===== src/rtl/decode_queue_pkg.sv =====
// Shared RV32I decode constants, dec_op encoding and the default datapath types
// used by the decode queue and its decoder.
package decode_queue_pkg;

    typedef logic [31:0] ADDR_TYPE;
    typedef logic [31:0] DATA_TYPE;
    typedef logic [4:0]  REG_INDEX_TYPE;

    localparam int OP_W = 6;

    localparam logic [OP_W-1:0] OP_ILLEGAL = 6'd0;
    localparam logic [OP_W-1:0] OP_LUI     = 6'd1;
    localparam logic [OP_W-1:0] OP_AUIPC   = 6'd2;
    localparam logic [OP_W-1:0] OP_JAL     = 6'd3;
    localparam logic [OP_W-1:0] OP_JALR    = 6'd4;
    localparam logic [OP_W-1:0] OP_BEQ     = 6'd5;
    localparam logic [OP_W-1:0] OP_BNE     = 6'd6;
    localparam logic [OP_W-1:0] OP_BLT     = 6'd7;
    localparam logic [OP_W-1:0] OP_BGE     = 6'd8;
    localparam logic [OP_W-1:0] OP_BLTU    = 6'd9;
    localparam logic [OP_W-1:0] OP_BGEU    = 6'd10;
    localparam logic [OP_W-1:0] OP_LB      = 6'd11;
    localparam logic [OP_W-1:0] OP_LH      = 6'd12;
    localparam logic [OP_W-1:0] OP_LW      = 6'd13;
    localparam logic [OP_W-1:0] OP_LBU     = 6'd14;
    localparam logic [OP_W-1:0] OP_LHU     = 6'd15;
    localparam logic [OP_W-1:0] OP_SB      = 6'd16;
    localparam logic [OP_W-1:0] OP_SH      = 6'd17;
    localparam logic [OP_W-1:0] OP_SW      = 6'd18;
    localparam logic [OP_W-1:0] OP_ADDI    = 6'd19;
    localparam logic [OP_W-1:0] OP_SLTI    = 6'd20;
    localparam logic [OP_W-1:0] OP_SLTIU   = 6'd21;
    localparam logic [OP_W-1:0] OP_XORI    = 6'd22;
    localparam logic [OP_W-1:0] OP_ORI     = 6'd23;
    localparam logic [OP_W-1:0] OP_ANDI    = 6'd24;
    localparam logic [OP_W-1:0] OP_SLLI    = 6'd25;
    localparam logic [OP_W-1:0] OP_SRLI    = 6'd26;
    localparam logic [OP_W-1:0] OP_SRAI    = 6'd27;
    localparam logic [OP_W-1:0] OP_ADD     = 6'd28;
    localparam logic [OP_W-1:0] OP_SUB     = 6'd29;
    localparam logic [OP_W-1:0] OP_SLL     = 6'd30;
    localparam logic [OP_W-1:0] OP_SLT     = 6'd31;
    localparam logic [OP_W-1:0] OP_SLTU    = 6'd32;
    localparam logic [OP_W-1:0] OP_XOR     = 6'd33;
    localparam logic [OP_W-1:0] OP_SRL     = 6'd34;
    localparam logic [OP_W-1:0] OP_SRA     = 6'd35;
    localparam logic [OP_W-1:0] OP_OR      = 6'd36;
    localparam logic [OP_W-1:0] OP_AND     = 6'd37;

    localparam logic [6:0] OPC_LUI    = 7'b0110111;
    localparam logic [6:0] OPC_AUIPC  = 7'b0010111;
    localparam logic [6:0] OPC_JAL    = 7'b1101111;
    localparam logic [6:0] OPC_JALR   = 7'b1100111;
    localparam logic [6:0] OPC_BRANCH = 7'b1100011;
    localparam logic [6:0] OPC_LOAD   = 7'b0000011;
    localparam logic [6:0] OPC_STORE  = 7'b0100011;
    localparam logic [6:0] OPC_OP_IMM = 7'b0010011;
    localparam logic [6:0] OPC_OP     = 7'b0110011;

    localparam logic [2:0] F3_JALR = 3'd0;
    localparam logic [2:0] F3_BEQ  = 3'd0;
    localparam logic [2:0] F3_BNE  = 3'd1;
    localparam logic [2:0] F3_BLT  = 3'd4;
    localparam logic [2:0] F3_BGE  = 3'd5;
    localparam logic [2:0] F3_BLTU = 3'd6;
    localparam logic [2:0] F3_BGEU = 3'd7;
    localparam logic [2:0] F3_LB   = 3'd0;
    localparam logic [2:0] F3_LH   = 3'd1;
    localparam logic [2:0] F3_LW   = 3'd2;
    localparam logic [2:0] F3_LBU  = 3'd4;
    localparam logic [2:0] F3_LHU  = 3'd5;
    localparam logic [2:0] F3_SB   = 3'd0;
    localparam logic [2:0] F3_SH   = 3'd1;
    localparam logic [2:0] F3_SW   = 3'd2;
    localparam logic [2:0] F3_ADD  = 3'd0;
    localparam logic [2:0] F3_SLL  = 3'd1;
    localparam logic [2:0] F3_SLT  = 3'd2;
    localparam logic [2:0] F3_SLTU = 3'd3;
    localparam logic [2:0] F3_XOR  = 3'd4;
    localparam logic [2:0] F3_SR   = 3'd5;
    localparam logic [2:0] F3_OR   = 3'd6;
    localparam logic [2:0] F3_AND  = 3'd7;

    localparam logic [6:0] F7_BASE = 7'b0000000;
    localparam logic [6:0] F7_ALT  = 7'b0100000;

endpackage


===== src/rtl/inst_decode_core.sv =====
// Combinational RV32I decoder: one dec_op per instruction, sign-extended immediate,
// unused register fields forced to zero; an illegal encoding yields all-zero fields.
module inst_decode_core
    import decode_queue_pkg::*;
#(
    parameter int DATA_W = 32
) (
    input  logic [31:0]       inst,
    output logic [OP_W-1:0]   op,
    output REG_INDEX_TYPE     rs1,
    output REG_INDEX_TYPE     rs2,
    output REG_INDEX_TYPE     rd,
    output logic [DATA_W-1:0] imm,
    output logic              illegal
);

    logic [6:0] opcode;
    logic [2:0] funct3;
    logic [6:0] funct7;
    DATA_TYPE   imm_i, imm_s, imm_b, imm_u, imm_j;

    assign opcode = inst[6:0];
    assign funct3 = inst[14:12];
    assign funct7 = inst[31:25];

    assign imm_i = {{20{inst[31]}}, inst[31:20]};
    assign imm_s = {{20{inst[31]}}, inst[31:25], inst[11:7]};
    assign imm_b = {{19{inst[31]}}, inst[31], inst[7], inst[30:25], inst[11:8], 1'b0};
    assign imm_u = {inst[31:12], 12'b0};
    assign imm_j = {{11{inst[31]}}, inst[31], inst[19:12], inst[20], inst[30:21], 1'b0};

    logic [OP_W-1:0] op_sel;
    DATA_TYPE        imm_sel;
    logic            use_rs1, use_rs2, use_rd;

    always_comb begin
        op_sel  = OP_ILLEGAL;
        imm_sel = '0;
        use_rs1 = 1'b0;
        use_rs2 = 1'b0;
        use_rd  = 1'b0;
        case (opcode)
            OPC_LUI:   begin op_sel = OP_LUI;   imm_sel = imm_u; use_rd = 1'b1; end
            OPC_AUIPC: begin op_sel = OP_AUIPC; imm_sel = imm_u; use_rd = 1'b1; end
            OPC_JAL:   begin op_sel = OP_JAL;   imm_sel = imm_j; use_rd = 1'b1; end
            OPC_JALR: begin
                if (funct3 == F3_JALR) op_sel = OP_JALR;
                imm_sel = imm_i; use_rs1 = 1'b1; use_rd = 1'b1;
            end
            OPC_BRANCH: begin
                case (funct3)
                    F3_BEQ:  op_sel = OP_BEQ;
                    F3_BNE:  op_sel = OP_BNE;
                    F3_BLT:  op_sel = OP_BLT;
                    F3_BGE:  op_sel = OP_BGE;
                    F3_BLTU: op_sel = OP_BLTU;
                    F3_BGEU: op_sel = OP_BGEU;
                    default: op_sel = OP_ILLEGAL;
                endcase
                imm_sel = imm_b; use_rs1 = 1'b1; use_rs2 = 1'b1;
            end
            OPC_LOAD: begin
                case (funct3)
                    F3_LB:   op_sel = OP_LB;
                    F3_LH:   op_sel = OP_LH;
                    F3_LW:   op_sel = OP_LW;
                    F3_LBU:  op_sel = OP_LBU;
                    F3_LHU:  op_sel = OP_LHU;
                    default: op_sel = OP_ILLEGAL;
                endcase
                imm_sel = imm_i; use_rs1 = 1'b1; use_rd = 1'b1;
            end
            OPC_STORE: begin
                case (funct3)
                    F3_SB:   op_sel = OP_SB;
                    F3_SH:   op_sel = OP_SH;
                    F3_SW:   op_sel = OP_SW;
                    default: op_sel = OP_ILLEGAL;
                endcase
                imm_sel = imm_s; use_rs1 = 1'b1; use_rs2 = 1'b1;
            end
            OPC_OP_IMM: begin
                case (funct3)
                    F3_ADD:  op_sel = OP_ADDI;
                    F3_SLT:  op_sel = OP_SLTI;
                    F3_SLTU: op_sel = OP_SLTIU;
                    F3_XOR:  op_sel = OP_XORI;
                    F3_OR:   op_sel = OP_ORI;
                    F3_AND:  op_sel = OP_ANDI;
                    F3_SLL:  op_sel = (funct7 == F7_BASE) ? OP_SLLI : OP_ILLEGAL;
                    F3_SR:   op_sel = (funct7 == F7_BASE) ? OP_SRLI :
                                      (funct7 == F7_ALT)  ? OP_SRAI : OP_ILLEGAL;
                    default: op_sel = OP_ILLEGAL;
                endcase
                imm_sel = imm_i; use_rs1 = 1'b1; use_rd = 1'b1;
            end
            OPC_OP: begin
                if (funct7 == F7_BASE) begin
                    case (funct3)
                        F3_ADD:  op_sel = OP_ADD;
                        F3_SLL:  op_sel = OP_SLL;
                        F3_SLT:  op_sel = OP_SLT;
                        F3_SLTU: op_sel = OP_SLTU;
                        F3_XOR:  op_sel = OP_XOR;
                        F3_SR:   op_sel = OP_SRL;
                        F3_OR:   op_sel = OP_OR;
                        F3_AND:  op_sel = OP_AND;
                        default: op_sel = OP_ILLEGAL;
                    endcase
                end else if (funct7 == F7_ALT) begin
                    if (funct3 == F3_ADD)     op_sel = OP_SUB;
                    else if (funct3 == F3_SR) op_sel = OP_SRA;
                end
                use_rs1 = 1'b1; use_rs2 = 1'b1; use_rd = 1'b1;
            end
            default: op_sel = OP_ILLEGAL;
        endcase

        // Funct-level rejects land here too, so all fields collapse in one place.
        if (op_sel == OP_ILLEGAL) begin
            imm_sel = '0;
            use_rs1 = 1'b0;
            use_rs2 = 1'b0;
            use_rd  = 1'b0;
        end
    end

    always_comb begin
        imm       = {DATA_W{imm_sel[31]}};
        imm[31:0] = imm_sel;
    end

    assign op      = op_sel;
    assign illegal = (op_sel == OP_ILLEGAL);
    assign rs1     = use_rs1 ? inst[19:15] : '0;
    assign rs2     = use_rs2 ? inst[24:20] : '0;
    assign rd      = use_rd  ? inst[11:7]  : '0;

endmodule


===== src/rtl/decode_queue.sv =====
// Decode-at-write instruction queue; head presented combinationally, one cycle after the push.
// Valid/ready both sides: if_ready drops when full (no same-cycle pop bypass), rdy_in=0 freezes.
module decode_queue
    import decode_queue_pkg::*;
#(
    parameter int DEPTH     = 4,
    parameter int ADDR_W    = $bits(ADDR_TYPE),
    parameter int DATA_W    = $bits(DATA_TYPE),
    parameter int REG_IDX_W = $bits(REG_INDEX_TYPE)
) (
    input  logic                 clk_in,
    input  logic                 rst_in,
    input  logic                 rdy_in,
    input  logic                 flush_in,
    input  logic                 if_valid,
    input  logic [ADDR_W-1:0]    if_pc,
    input  logic [31:0]          if_inst,
    output logic                 if_ready,
    output logic                 dec_valid,
    input  logic                 dec_ready,
    output logic [ADDR_W-1:0]    dec_pc,
    output logic [OP_W-1:0]      dec_op,
    output logic [REG_IDX_W-1:0] dec_rs1,
    output logic [REG_IDX_W-1:0] dec_rs2,
    output logic [REG_IDX_W-1:0] dec_rd,
    output logic [DATA_W-1:0]    dec_imm,
    output logic                 dec_illegal
);

    localparam int PTR_W = $clog2(DEPTH);
    localparam int CNT_W = PTR_W + 1;

    typedef struct packed {
        logic [ADDR_W-1:0]    pc;
        logic [OP_W-1:0]      op;
        logic [REG_IDX_W-1:0] rs1;
        logic [REG_IDX_W-1:0] rs2;
        logic [REG_IDX_W-1:0] rd;
        logic [DATA_W-1:0]    imm;
        logic                 illegal;
    } entry_t;

    entry_t           mem_q [DEPTH];
    entry_t           mem_d [DEPTH];
    logic [PTR_W-1:0] head_q, head_d, tail_q, tail_d;
    logic [CNT_W-1:0] count_q, count_d;

    logic [OP_W-1:0]   core_op;
    REG_INDEX_TYPE     core_rs1, core_rs2, core_rd;
    logic [DATA_W-1:0] core_imm;
    logic              core_illegal;

    inst_decode_core #(.DATA_W(DATA_W)) u_decode (
        .inst    (if_inst),
        .op      (core_op),
        .rs1     (core_rs1),
        .rs2     (core_rs2),
        .rd      (core_rd),
        .imm     (core_imm),
        .illegal (core_illegal)
    );

    entry_t wr_entry;
    entry_t head_entry;
    logic   push, pop;

    always_comb begin
        wr_entry.pc      = if_pc;
        wr_entry.op      = core_op;
        wr_entry.rs1     = REG_IDX_W'(core_rs1);
        wr_entry.rs2     = REG_IDX_W'(core_rs2);
        wr_entry.rd      = REG_IDX_W'(core_rd);
        wr_entry.imm     = core_imm;
        wr_entry.illegal = core_illegal;
    end

    // rst_in gates every output so the whole interface reads zero while in reset.
    assign if_ready  = rst_in & rdy_in & (count_q < CNT_W'(DEPTH));
    assign dec_valid = rst_in & rdy_in & ~flush_in & (count_q != '0);
    assign push      = if_valid & if_ready & ~flush_in;
    assign pop       = dec_valid & dec_ready;

    always_comb begin
        head_d  = head_q;
        tail_d  = tail_q;
        count_d = count_q;
        mem_d   = mem_q;
        if (rdy_in) begin
            if (flush_in) begin
                head_d  = '0;
                tail_d  = '0;
                count_d = '0;
            end else begin
                if (push) begin
                    mem_d[tail_q] = wr_entry;
                    tail_d        = tail_q + PTR_W'(1);
                end
                if (pop) begin
                    head_d = head_q + PTR_W'(1);
                end
                case ({push, pop})
                    2'b10:   count_d = count_q + CNT_W'(1);
                    2'b01:   count_d = count_q - CNT_W'(1);
                    default: count_d = count_q;
                endcase
            end
        end
    end

    always_ff @(posedge clk_in) begin
        if (!rst_in) begin
            head_q  <= '0;
            tail_q  <= '0;
            count_q <= '0;
        end else begin
            head_q  <= head_d;
            tail_q  <= tail_d;
            count_q <= count_d;
        end
        mem_q <= mem_d;
    end

    assign head_entry  = rst_in ? mem_q[head_q] : '0;
    assign dec_pc      = head_entry.pc;
    assign dec_op      = head_entry.op;
    assign dec_rs1     = head_entry.rs1;
    assign dec_rs2     = head_entry.rs2;
    assign dec_rd      = head_entry.rd;
    assign dec_imm     = head_entry.imm;
    assign dec_illegal = head_entry.illegal;

endmodule


===== config.mk =====
export PLATFORM = sky130hd
export DESIGN_NAME = decode_queue
export DESIGN_NICKNAME = d
export VERILOG_FILES = /design/src/rtl/decode_queue_pkg.sv /design/src/rtl/inst_decode_core.sv /design/src/rtl/decode_queue.sv
export SDC_FILE = /design/constraint.sdc
export NUM_CORES = 1
export LEC_CHECK = 0
export CAP_MARGIN = 20
export CORE_MARGIN = 2
export CORE_UTILIZATION = 50
export CTS_CLUSTER_SIZE = 24
export DETAILED_ROUTE_END_ITERATION = 16
export PLACE_DENSITY = 0.72
export SYNTH_ARGS = -nofsm -noshare
export SYNTH_HDL_FRONTEND = slang
export SYNTH_HIERARCHICAL = 1
export SYNTH_SLANG_ARGS = --single-unit

===== constraint.sdc =====
create_clock -name clk_in -period 4.5 [get_ports clk_in]
set_clock_uncertainty 0.2 [all_clocks]
set_input_delay 0.45 -clock clk_in [delete_from_list [all_inputs] [get_ports clk_in]]
set_output_delay 0.45 -clock clk_in [all_outputs]
set_load 0.01 [all_outputs]

======== Yosys cells after proc, flatten, opt, wreduce, memory -nomap -nowiden ========
Memory sizes are Yosys's and may differ from the RTL's.
Index checks and enable logic that the tools add are counted.
storage, ports and cells
  output and inout port bits .............. 88
  register bits after elaboration ......... 351
  memories kept ........................... 1
  ROM bits ................................ 48
  logic and storage cells ................. 123
  bits of input ports ..................... 70
memory list
  name             depth  bits a word  read ports  clocked after memory_dff  wr ports  RTL line                source
  (no name shown)  8      6            1           0                         0         inst_decode_core.sv:99  case (funct3)
operators by class
  mux-type cells .......................... 37
  equal/unequal tests ..................... 19
  $lt $le $gt $ge ......................... 4
  reductions and logical operators ........ 17
  add/subtract/negate cells ............... 4
  bitwise gates (word level) .............. 10
operators by type and width
  cell                                                       count
  bitwise mux 344 bit                                        1
  two-way mux 86 bit                                         4
  binary-select mux 86 bit (select 2 bit)                    1
  demux 86 bit (select 2 bit)                                1
  one-hot mux 32 bit (5 select lines)                        1
  one-hot mux 6 bit (9 select lines)                         1
  one-hot mux 6 bit (8 select lines)                         1
  two-way mux 32 bit                                         1
  two-way mux 6 bit                                          5
  equality test 7 x 6 -> 1 bit (second input constant)       4
  two-way mux 5 bit                                          5
  one-hot mux 4 bit (6 select lines)                         1
  equality test 7 bit (second input constant)                3
  one-hot mux 4 bit (5 select lines)                         1
  one-hot mux 5 bit (3 select lines)                         1
  equality test 7 x 5 -> 1 bit (second input constant)       2
  equality test 3 bit (second input constant)                4
  two-way mux 2 bit                                          4
  bitwise AND 1 bit                                          7
  equality test 7 x 2 -> 1 bit (second input constant)       1
  zero test 7 bit                                            1
  OR reduction 7 bit                                         1
  equality test 3 x 2 -> 1 bit (second input constant)       2
  greater-or-equal comparator 3 bit (second input constant)  2
  other kinds (23)                                           36

======== Logic depth before layout (Yosys ltp) ========
Gate-level depths: netlist of run 1.
  depth in word-level cells ............... 10
  mapped depth ............................ 12

======== Cells and area by module ========
The synthesis of run 1 kept the hierarchy.
modules (own cells, without submodules)
  module            sequential area each (um^2)  instances  cells an instance  area each (um^2)
  decode_queue      10470.0                      1          613                13560.5
  inst_decode_core  0.0                          1          257                1666.6

======== Least setup slack after synthesis of run 1 ========
Ideal clock, no wire load.
  path type ............................... input to register
  start ................................... in rdy_in
  end ..................................... reg mem_q[0] (netlist name), enable pin
  setup time .............................. 454 ps
  arrival ................................. 3102 ps
  path slack .............................. 744 ps
  stages on the path ...................... 5
  data required time ...................... 3846 ps
  path through ............................ clkbuf_2 -> and2b_1 -> and3_1 -> buf_2 -> and2_1
between the ends
  cells in the longest elaborated chain, start to end .. 5
ends and longest elaborated chain
  what                                      RTL line             source
  start, declared                           decode_queue.sv:13   input logic rdy_in,
  bitwise AND 1 bit (2 in series)           decode_queue.sv:78   assign if_ready = rst_in & rdy_in & (count_q < CNT_W'(DEPTH));
  bitwise AND 1 bit (2 in series)           decode_queue.sv:80   assign push = if_valid & if_ready & ~flush_in;
  AND reduction 3 bit (no source line) (*)  --
  end signal, assigned                      decode_queue.sv:120  mem_q <= mem_d;
  end, declared                             decode_queue.sv:43   entry_t mem_q [DEPTH];
Every way passes the cells marked *; elsewhere a longest branch is shown, timed or not.
A chain may end at the register's enable or synchronous reset.

======== Worst setup path in the final report of run 1 ========
  start ................................... reg head_q[0]
  end ..................................... out dec_imm[19]
between the ends
  cells in the longest elaborated chain, start to end .. 5
ends and longest elaborated chain
  what                                                    RTL line             source
  start, declared                                         decode_queue.sv:45   logic [PTR_W-1:0] head_q, head_d, tail_q, tail_d;
  start signal, assigned                                  decode_queue.sv:112  head_q <= '0;
  start signal, assigned                                  decode_queue.sv:116  head_q <= head_d;
  NOT 2 -> 3 bit (not written as such)                    decode_queue.sv:123  assign head_entry = rst_in ? mem_q[head_q] : '0;
  binary-select mux 86 bit (select 2 bit)                 decode_queue.sv:123
  two-way mux 86 bit (not written as such) (2 in series)  decode_queue.sv:123
  two-way mux 86 bit                                      decode_queue.sv:123
  end, declared                                           decode_queue.sv:26   output logic [DATA_W-1:0] dec_imm,
Every way passes these cells. The select of a mux whose other input is x is not followed.

==> results of run 1 <==
## worst max path at each step
stage | slack [ps] | endpoint | cells past startpoint | from
6_report | 960 | dec_imm[19] | 4 | head_q[0]
5_1_grt | 760 | dec_imm[19] | 4 | head_q[0]
4_1_cts | 860 | dec_imm[31] | 4 | head_q[0]
3_5_place_dp | 690 | mem_q[103] | 9 | if_inst[12]
3_3_place_gp | 740 | mem_q[113] | 9 | if_inst[12]
2_1_floorplan | 740 | mem_q[0] | 5 | rdy_in
## power by group through the flow
stage / Sequential [W] / Combinational (W) / Clock [W]
after floorplan: 0.00365 / 0.000180 / 0
after global placement: 0.00365 / 0.000397 / 0
after detailed placement: 0.00365 / 0.000398 / 0
after CTS: 0.00359 / 0.000400 / 0.00282
after global routing: 0.00359 / 0.000429 / 0.00294
final: 0.00359 / 0.000397 / 0.00276
## cells by family (layout without fill, tap and decap cells)
group | Yosys count | in the layout
AO/OA/AOI/OAI | 128 | 128
buffers and inverters | 76 | 264
flip-flops | 351 | 351
multiplexers | 90 | 90
adder cells (fa/ha/maj) | 10 | 10
AND/OR/NAND/NOR | 215 | 215
## layout by cell type, fill, tap and decap left out, drive strengths merged, types with 3 or more instances in the layout
cell           Yosys  final
ha                 9      9
nand2b             3      3
nand4b             4      4
nand2             20     20
nor4               5      5
clkinv             0     17
a211oi             4      4
clkdlybuf4s50      0    156
a31oi              4      4
nand4              5      5
and3b              3      3
a22oi              6      6
inv               13     15
nor2              24     24
clkbuf            23     41
buf               40     31
dfxtp              7      7
nor2b              3      3
nor3               9      9
mux2i              3      3
o21ai             12     12
nand3             19     19
mux4              87     87
edfxtp           344    344
and2              97     97
or2                3      3
and4               3      3
and4b              3      3
and3               4      4
a21oi             75     75
o211ai             5      5
## sequential cells by signal, summed over array words and instances, names as in the netlist
name / count
count_q: 3
mem_q: 344
head_q: 2
tail_q: 2
## through the flow
step | instances | hold slack [ps] | utilization
6_report | 1448 | 161 | 0.615
5_1_grt | 1448 | 155 | 0.615
4_1_cts | 1448 | 161 | 0.615
3_5_place_dp | 1384 | 349 | 0.578
3_3_place_gp | 1384 | 351 | 0.578
2_1_floorplan | 870 | 318 | -
## worst max-delay path: stages (launching register included)
cell,delay [ps]
dfxtp_4,790
buf_4,360
mux4_2,560
and2_1,180
clkdlybuf4s50_1,470
## cell type report
cell class	instances	area, um^2	area share
well taps	390	488	0.0266
clock inverters	23	183	0.00997
clock buffers	41	920	0.0502
repair buffers	187	1880	0.103
inverters	13	48.8	0.00266
multi-input cells	443	4330	0.236
flip-flops and latches	351	10500	0.572
## per-layer routing
metal | wire [um] | vias to the layer above
met3 | 2250 | 55
met2 | 16100 | 311
met4 | 789 | 0
met5 | 0 | -
li1 | - | 3809
met1 | 13900 | 4317
==> reports/qor.yml, run 1 <==
cts_buffer_depth: 3
hold_path.class: "in2reg"
ff2ff_setup_slack_ps: 2020
use_met2: 0.347
gr-total-overflow: 0
clock_latency_ps: 510
rr_worst_depth: 4
async_flop_share: 0
finalCritPeriodShare: 0.786
power_density_nw_per_um2: 368
synthXorXnorAreaFrac: 0
grt_use_met1: 0.297
finalWorstSetupSlack_ps: 961
drt_iter0_markers: 746
cts_tree: "built"
cts_setup_buffers: 0
max-cap-violations: 0
clock_sinks: 351
dpl-instance-area_um2: 17200
r2r_end: "mem_q[59]"
synth-simple-area-share: 0.0873
design_area_um2: 18300
dp_slack_ps: 693
ys_seq_area_frac: 0.688
netlist_instances: 870
grt.total_usage: 0.214
net-switching-power_w: 0.00137
rsz0062_at_grt: "false"
synth_cell_type_count: 74
worstReg2RegStart: "count_q[2]"
clock.fmax_ghz: 0.283
yosysTopAreaCell: "edfxtp_1"
p_int_w: 0.00537
rows: 63
first_global_vias: 8754
antenna_found_initial: 0
synth_top_family_by_area: "multiplexers"
final.setup.tns_ps: 0
drt_first_pass_iters: 5
share_seq_of_total_power: 0.532
vdd_drop_max_mv: 0.234
io_pins: 158
synth.area.top_cells: "edfxtp_1 68%, mux4_2 13%, and2_1 3.9%"
cts_root_buffer: "clkbuf_16"
ctsHoldBuffers: 0
setup_viol: 0
syn-cell-area_um2: 15200
synth.area.mux_share: 0.131
cp_max_fo: 31
combPwrFrac: 0.059
nets: 1112
critical_path_class: "reg2out"
worst_hold_startpoint: "rst_in"
p_sw_frac: 0.204
start_util: 0.511
die_y_um: 179
end_kind: "primary output"
die_x_um: 179
core_area_um2: 29800
start_kind: "flip-flop"
min_path_cells: 2
synthTopCellsByCount: "344 x edfxtp_1, 94 x and2_1, 87 x mux4_2"
finalHoldViolCount: 0
ys_ff_latch: 351
clockPowerShare: 0.410
area_delta_synth_final_pct: 20.3
crit_required_ps: 3850
n_fill_cell: 2202
postCtsResizedCells: 0
maxSlewViolCount: 0
yosysWarnings: 6
dp_hpwl_um: 21700
worstMarginPinSlew_ps: 772
routed_via_density: 5.86
grt_pass1_wl_um: 50700
yosysMostFrequentCell: "edfxtp_1"
p_leak_nw: 5.47
final_antenna_net_count: 0
portBuffers: 157
total_power_w: 0.00675
grt_busiest_layer: "met2"
dieArea_um2: 31900
cp.arrival_ps: 2890
slew_headroom: 0.481
cts_made_buffers: 36
synthAdderAreaFrac: 0.00871
wl_per_cell_um: 22.8
holdPathEnd: "count_q[2]"
yosysTopAreaCellShare: 0.678
synth_compound_area_frac: 0.0568
gr-usage-met3: 0.0424
drc: 0
grt_max_degree: 48
cts-htree-levels: 2
synth_edf_count: 344
wirelength_um: 33100
num_vias: 8492
fin_crit_ps: 3540
path_clk_slew_ps: 60
syn_avg_cell_area_um2: 17.5
antenna_cells: 0
synth_ff_type: "edfxtp_1"
place_congestion: 0.973
status: "finished, final reports clean"
drive_above_1_share: 0.202
syn_nets: 950
Note: power is estimated with default switching activity, not from simulation.
==> inputs of run 2 (changes only) <==
==> constraint.sdc (replaced) <==
create_clock -name clk_in -period 3.4 [get_ports clk_in]
set_clock_uncertainty 0.2 [all_clocks]
set_input_delay 0.34 -clock clk_in [delete_from_list [all_inputs] [get_ports clk_in]]
set_output_delay 0.34 -clock clk_in [all_outputs]
set_load 0.01 [all_outputs]
==> reports/qor.yml, run 2 (synthesis gave the netlist of run 1 again) <==
status: "finished, final reports clean"
gr-total-overflow: 0
p_leak_nw: 5.77
drt_iter0_markers: 816
worst_hold_startpoint: "rst_in"
worstMarginPinSlew_ps: 616
drive_above_1_share: 0.232
clock.fmax_ghz: 0.317
setup_viol: 0
cp.arrival_ps: 2610
cts_root_buffer: "clkbuf_16"
layout_commonest_cell: "edfxtp_1"
path_clk_slew_ps: 60
holdPathEnd: "count_q[0]"
most-common-layout-cells: "344 x edfxtp_1, 156 x clkdlybuf4s50_1, 90 x and2_1"
cts_buffer_depth: 3
die_y_um: 179
r2r_end: "count_q[1]"
hold_path.class: "in2reg"
ctsHoldBuffers: 0
critical_path_class: "reg2out"
crit_required_ps: 2860
postCtsResizedCells: 0
cp_slowest_stage_delay_ps: 540
slowest_stage: "mux4_2"
clock_latency_ps: 520
cts_made_buffers: 37
cp_max_fo: 14
path_cells: "buf_4, mux4_2, and2_1, clkdlybuf4s50_1"
cts-htree-levels: 2
area_delta_synth_final_pct: 24.1
antenna_cells: 0
cts_setup_buffers: 0
maxSlewViolCount: 0
min_path_cells: 3
cts_tree: "built"
final_antenna_net_count: 0
dp_cells: 1425
dp_hpwl_um: 22700
antenna_found_initial: 0
total_power_w: 0.00929
fin_crit_ps: 3150
fin_cells: 1488
top_regs: "mem_q (344), count_q (3)"
vdd_drop_max_mv: 0.359
power_density_nw_per_um2: 492
largest_reg_flops: 344
drt_first_pass_iters: 5
wirelength_um: 34200
grt_max_degree: 66
clock_sinks: 351
max-cap-violations: 0
drc: 0
top_register: "mem_q"
place_congestion: 0.887
rows: 63
rsz0062_at_grt: "false"
rr_worst_depth: 7
end_kind: "primary output"
wl_per_cell_um: 23.0
die_x_um: 179
dieArea_um2: 31900
grt.total_usage: 0.221
io_pins: 158
portBuffers: 157
slew_headroom: 0.584
first_global_vias: 8825
worstReg2RegStart: "count_q[2]"
start_kind: "flip-flop"
nets: 1154
num_vias: 8691
ff2ff_setup_slack_ps: 830
start_util: 0.511
finalHoldViolCount: 0
finalCritPeriodShare: 0.928
core_area_um2: 29800
grt_pass1_wl_um: 52300
routed_via_density: 5.84
==> run 2: changes by cell type in the layout (fill, tap and decap cells not counted) <==
cell        previous run  this run
buf_12                 7        20
inv_8                  0         1
clkinvlp_4             2         0
buf_4                 23        51
bufinv_16              2         4
clkbuf_1               5         4
clkinv_8               1         0
clkbuf_16             36        39
clkinv_2               7         4
==> run 2: cell type report <==
type                    count  area (um^2)
clock buffers              43          991
clock inverters            20          208
fillers                  2157        10900
inverters                  13         48.8
multi-input cells         443         4330
flip-flops and latches    351        10500
well taps                 390          488
repair buffers            228         2350
==> run 2: worst max-delay path: cells and delay by family, from the launching register on <==
family        cells  cell delay, ps
flops             1             520
simple gates      1             170
mux               1             540
buf+inv           2             850
==> run 2: worst max path at each step <==
| stage | from | endpoint | slack, ps |
|---|---|---|---|
| floorplan | if_inst[13] | mem_q[100] | 350 |
| CTS | head_q[0] | dec_imm[25] | 170 |
| detailed placement | if_inst[13] | mem_q[9] | -60 |
| finish | head_q[0] | dec_imm[25] | 250 |
| global placement | if_inst[12] | mem_q[91] | -80 |
| global route | head_q[0] | dec_imm[25] | 90 |
==> run 2: routing by layer <==
layer | routed length, um | global-route usage | vias up
met3 | 2130 | 0.0384 | 53
met5 | 0 | 0 | -
met1 | 15400 | 0.328 | 4414
met2 | 16100 | 0.347 | 342
li1 | - | - | 3882
met4 | 607 | 0.0481 | 0
==> run 2: stage by stage <==
stage,TNS [ps],cell area [um^2],setup slack (ps),utilization,hold WS [ps]
6_report,0,18900,246,0.634,132
3_3_place_gp,-5150,17700,-83.3,0.594,350
5_1_grt,0,18900,92.8,0.634,170
2_1_floorplan,0,15200,355,-,239
4_1_cts,0,18900,169,0.634,119
3_5_place_dp,-1950,17700,-60.9,0.594,359
==> run 2: power by group <==
group	internal [W]	switching (W)	total, W
Combinational	0.000296	0.000275	0.000570
Clock	0.00239	0.00158	0.00397
Sequential	0.00474	0.00000825	0.00475
Total	0.00742	0.00186	0.00929
